**config.mk**
```make
export PLATFORM = sky130hd
export DESIGN_NAME = rf_sb
export DESIGN_NICKNAME = d
export VERILOG_FILES = /design/src/rtl/rf_sb.sv
export SDC_FILE = /design/constraint.sdc
export NUM_CORES = 2
export LEC_CHECK = 0
export BUFFER_PORTS_ARGS = -buffer_cell sky130_fd_sc_hd__buf_2
export CAP_MARGIN = 20
export CORE_ASPECT_RATIO = 0.9
export CORE_MARGIN = 1
export CORE_UTILIZATION = 40
export CTS_CLUSTER_SIZE = 25
export DETAILED_ROUTE_END_ITERATION = 10
export PLACE_DENSITY_LB_ADDON = 0.3
export SYNTH_ARGS = -nofsm -noshare
export SYNTH_HDL_FRONTEND = slang
export SYNTH_SLANG_ARGS = --single-unit
```
**constraint.sdc**
```tcl
create_clock -name clk -period 41.6 [get_ports clk]
set_clock_uncertainty 0.05 [all_clocks]
set_input_delay 8.32 -clock clk [delete_from_list [all_inputs] [get_ports clk]]
set_output_delay 8.32 -clock clk [all_outputs]
set_load 0.05 [all_outputs]
```
**src/rtl/rf_sb.sv**
```systemverilog
// Parametrised register file with two write ports, same-cycle write-to-read
// bypass and a per-register busy scoreboard for RAW hazard detection.
module rf_sb #(
    parameter int XLEN = 32,
    parameter int NREG = 32,
    localparam int AW = $clog2(NREG)
) (
    input  logic            clk,
    input  logic            rst,
    input  logic [AW-1:0]   raddr1,
    input  logic [AW-1:0]   raddr2,
    output logic [XLEN-1:0] rdata1,
    output logic [XLEN-1:0] rdata2,
    output logic            rbusy1,
    output logic            rbusy2,
    input  logic            wen0,
    input  logic [AW-1:0]   waddr0,
    input  logic [XLEN-1:0] wdata0,
    input  logic            wen1,
    input  logic [AW-1:0]   waddr1,
    input  logic [XLEN-1:0] wdata1,
    input  logic            iss,
    input  logic [AW-1:0]   issaddr,
    input  logic            flush,
    output logic            busy_any
);

    logic [XLEN-1:0] mem_q [NREG];
    logic [XLEN-1:0] mem_d [NREG];
    logic [NREG-1:0] busy_q;
    logic [NREG-1:0] busy_d;

    logic hit0_1, hit1_1, hit0_2, hit1_2;

    // Port 1 is applied first so port 0 overwrites it on an address collision.
    always_comb begin
        mem_d = mem_q;
        if (wen1 && waddr1 != '0) mem_d[waddr1] = wdata1;
        if (wen0 && waddr0 != '0) mem_d[waddr0] = wdata0;
        mem_d[0] = '0;
    end

    // Priority rises down the block: write-clear, then flush, then issue-set.
    always_comb begin
        busy_d = busy_q;
        for (int r = 1; r < NREG; r++) begin
            if ((wen0 && waddr0 == AW'(r)) || (wen1 && waddr1 == AW'(r)))
                busy_d[r] = 1'b0;
            if (flush)
                busy_d[r] = 1'b0;
            if (iss && issaddr == AW'(r))
                busy_d[r] = 1'b1;
        end
        busy_d[0] = 1'b0;
    end

    // NOTE: the array is cleared by the asynchronous reset because a reset
    // mid-operation must discard register contents without a clock edge.
    always_ff @(posedge clk or posedge rst) begin
        if (rst) begin
            for (int i = 0; i < NREG; i++) mem_q[i] <= '0;
            busy_q <= '0;
        end else begin
            mem_q  <= mem_d;
            busy_q <= busy_d;
        end
    end

    always_comb begin
        hit0_1 = wen0 && (waddr0 == raddr1);
        hit1_1 = wen1 && (waddr1 == raddr1);
        hit0_2 = wen0 && (waddr0 == raddr2);
        hit1_2 = wen1 && (waddr1 == raddr2);

        if (raddr1 == '0)  rdata1 = '0;
        else if (hit0_1)   rdata1 = wdata0;
        else if (hit1_1)   rdata1 = wdata1;
        else               rdata1 = mem_q[raddr1];

        if (raddr2 == '0)  rdata2 = '0;
        else if (hit0_2)   rdata2 = wdata0;
        else if (hit1_2)   rdata2 = wdata1;
        else               rdata2 = mem_q[raddr2];

        // A writeback in this cycle is forwarded, so it is not a hazard.
        rbusy1 = busy_q[raddr1] && !(hit0_1 || hit1_1);
        rbusy2 = busy_q[raddr2] && !(hit0_2 || hit1_2);
    end

    assign busy_any = |busy_q;

endmodule

```
==> run summary <==
The run finished with clean final reports. In this run the worst hold path is classified as flip-flop to flip-flop. The number of DRC markers in iteration 0 is 10.7k. The maximum clock frequency came out at 0.0472 GHz.

The clock sink count came out at 1023. The total routing resource utilization after global routing is 37.6%. The flop-to-flop setup slack came out at 40.61 ns. The largest net degree at the start of global routing is 143. The slew of the pin with the lowest slew margin is 1.30 ns. The setup total negative slack came out at 0 ns. The x dimension of the die came out at 427 um. The standard cell with the maximum stage delay on the critical path is buf_4. In this run, synthesis inferred 0 flip-flops with an integrated enable. Internal power comes to 2320 uW.

Counting stages on the worst path, the most repeated cell is buf_4. The critical path arrival is 12.80 ns. The worst hold path begins at mem_q[536]. Counting instances, the worst hold path has a depth of 2. 162 I/O pins were placed. The final critical path takes up 50.9% of the cycle.

The critical path capture point type is a primary output. The power share of the combinational group is 27.0%. The worst register-to-register path ends at mem_q[196]. The routability-driven placement congestion ratio is 0.975.

Per report_power, the clock group accounts for 31.4% of the total. The post-route netlist has 18.5% of its cells at a drive strength greater than 1. The final route contains 59.8k vias.

The worst max-slew margin expressed relative to the limit came out at 13.2%. The final routed wire length divided by cell count came out at 38.0 um. The total overflow left after global routing is 0. The leakage component of the power came out at 0.0307 uW. The final wirelength is 314000 um. The worst setup path is of the input pin to primary output kind.

The most critical setup path has its startpoint at raddr2[1]. The shortest clock period the worst path allows after layout is 21.17 ns. The worst hold slack across all endpoints came out at 0.521 ns. The total number of nets in the final design came out at 6102.

The top cell types in the final layout, fill and taps aside, are dfrtp_1 (1023), mux2i_1 (737), nand2_1 (661). The final setup slack of the worst path is 20.43 ns. Registers take 25600 um2.

The clock buffer count from CTS is 111. The tool flagged a number of max-cap violations equal to 0. The number of vias per cell after detailed routing is 7.24. The critical path goes through buf_8, buf_4, xnor2_1, nand4_1, nor3_2, buf_4, nor2b_2, buf_4, a22oi_1, o21ai_1, buf_2. The multi-input logic area is 36200 um2.

The number of post-CTS setup repair buffers is 0. The sequential fraction of design power came out at 41.6%. The insertion delay to the later sink of the worst-skew pair came out at 0.77 ns. The total net switching power is 1180 uW.

The number of warnings reported in the yosys synthesis log came out at 0. The number of H-tree levels came out at 3. The number of detailed-route iterations in the first pass is 8. The worst reg-to-reg path cell count came out at 2. Setup repair after global routing left no endpoint under its margin.

STA puts the critical path data required time at 33.23 ns. The via count of the first global-routing pass was 55.7k. The detailed-placement wirelength estimate came out at 177000 um. The critical-path maximum fanout came out at 66. In this run the vertical extent of the chip is 384 um. For this run, design rule violations remaining after detail routing come to 0. In this design, the stage delay of the slowest critical-path cell is 0.76 ns.

The worst-case hold path end point is mem_q[536]. The share of flip-flops with an asynchronous set or reset is 100%. Before CTS, the worst setup slack after placement is 20.57 ns. The floorplan has 139 rows. The clock tree from TritonCTS is done. STA classifies the critical path startpoint as an input pin.

The number of buffers on the longest clock path is 3. The number of nets in the synthesized netlist is 6527. The number of routed nets with antenna violations is 0. The total setup violations reported at the end of the flow is 0. The clock-pin slew on the worst setup and hold paths came out at 0.07 ns. The number of buffers inserted by port buffering is 161. The floorplan step defined a die boundary enclosing 164000 um2. After technology mapping, the gate count stands at 6432. The end-of-flow core utilization is 44.0%. Once the floorplan was initialized, standard cells occupied 40.5% of the core. The maximum VDD drop came out at 0.0369 mV. The relative area change from synthesis to final layout is 8.76%.

The count of pins over their slew limit came to 0. In this run, post-CTS hold repair placed 0 buffers. The core outline area came out at 160000 um2. The power density relative to cell area is 49.6 nW/um2.

The switching share of power came out at 33.7%. The count of distinct cell types in the synthesized netlist is 59. In this run the cell area of the synthesized design comes to 64900 um2. The cell chosen for the clock root is clkbuf_16. The post-synthesis area per instance is 10.1 um2. The first-pass GRT wire length is 437000 um.

The worst register-to-register path begins at mem_q[196]. The final number of hold-violating endpoints is 0. The number of register bits inferred by synthesis came out at 1023. Sequential cells were found to cover 39.4% of the synthesized design area. The number of antenna violations at the first check in global routing is 51. The number of filler cells placed in the layout is 15.0k. The commonest non-fill, non-tap cell in the layout is dfrtp_1.

The power consumption is 3500 uW. Gates resized during post-CTS repair numbered 0. For this run, the leading register cell type out of synthesis is dfrtp_1.
[cell families after synthesis]
logic type	Yosys count	synth area share, %
AOI/OAI and AO/OA	1812	17.2
xor gates and xnor gates	20	0.270
buffers and inverters	853	5.73
DFF	1023	39.4
muxes	1246	27.6
and+or+nand+nor	1478	9.76
[synthesized netlist by cell type (9+ instances only)]
master        n  share of area [%]
a2111oi_0    16               0.22
a211oi_2     11               0.21
a21oi_1     422                3.3
a221o_1      27               0.42
a221oi_1     61               0.82
a22o_1       20               0.27
a22oi_1     411                4.8
a32oi_1      52               0.70
and2_1       35               0.34
buf_1        52               0.30
buf_2       173                1.3
buf_4        50               0.58
buf_6        13               0.23
clkbuf_1    554                3.2
dfrtp_1    1023                 39
mux2_2       80                1.4
mux2i_1     737                 11
mux4_2      429                 15
nand2_1     702                4.1
nand2b_1     16               0.15
nand3_1      51               0.39
nand4_1      20               0.19
nand4b_1      9               0.12
nand4bb_1    17               0.29
nor2_1      476                2.8
nor2b_1      30               0.29
nor3_1       44               0.34
nor4_1       21               0.20
o21ai_0     451                3.5
o21ai_1     202                1.6
o221ai_1     13               0.18
o22ai_1      98               0.94
o311ai_0     17               0.23
or3_1        19               0.18
xnor2_1      11               0.15
xor2_1        9               0.12
[worst max-delay path: cells and delay by family]
| kind | cells | cell delay, ns |
|---|---|---|
| buf+inv | 5 | 2.51 |
| simple gates | 3 | 0.86 |
| xor+xnor | 1 | 0.19 |
| compound gates | 2 | 0.77 |
[through the flow]
step / area, um2 / cells
2_1_floorplan: 64900 / 6432
3_3_place_gp: 66400 / 8003
3_5_place_dp: 66500 / 8005
4_1_cts: 70400 / 8208
5_1_grt: 70500 / 8236
6_report: 70600 / 8258
[power by group through the flow]
stage | Combinational [uW] | Clock [uW] | Sequential [uW]
after global routing | 995 | 1130 | 1480
after global placement | 895 | 0 | 1450
after floorplan | 697 | 0 | 1390
after CTS | 917 | 1090 | 1450
after detailed placement | 915 | 0 | 1460
final | 945 | 1100 | 1460
[sequential cells by signal (all words and copies together) (netlist names)]
| register | cells |
|---|---|
| mem_q | 992 |
| busy_q | 31 |
[per-layer routing]
metal	GRT usage (%)	vias up	wire [um]	share of wire, %
li1	-	23100	-	-
met1	46.8	29300	109000	35
met2	49.9	5771	126000	40
met3	17.7	1596	51800	17
met4	28.4	22	27300	8.7
met5	0.556	-	278	0.089
[layout make-up]
class	instances	area share, %
Clock inverter	42	0.854
Antenna cell	46	0.163
Inverter	4	0.0319
Timing Repair Buffer	311	3.00
Sequential cell	1023	36.3
Clock buffer	161	4.70
Multi-Input combinational cell	4556	51.2
Tap cell	2115	3.75
[worst max path at each step]
stage	endpoint	slack, ns	depth (start not counted)
final	rdata2[15]	20.43	11
after detailed placement	rdata1[30]	20.57	9
after floorplan	busy_q[10]	4.44	1
after global routing	rdata2[7]	20.36	9
after global placement	rdata2[15]	20.35	9
after CTS	rdata1[30]	20.58	9
Power figures use the tool's default switching activity.
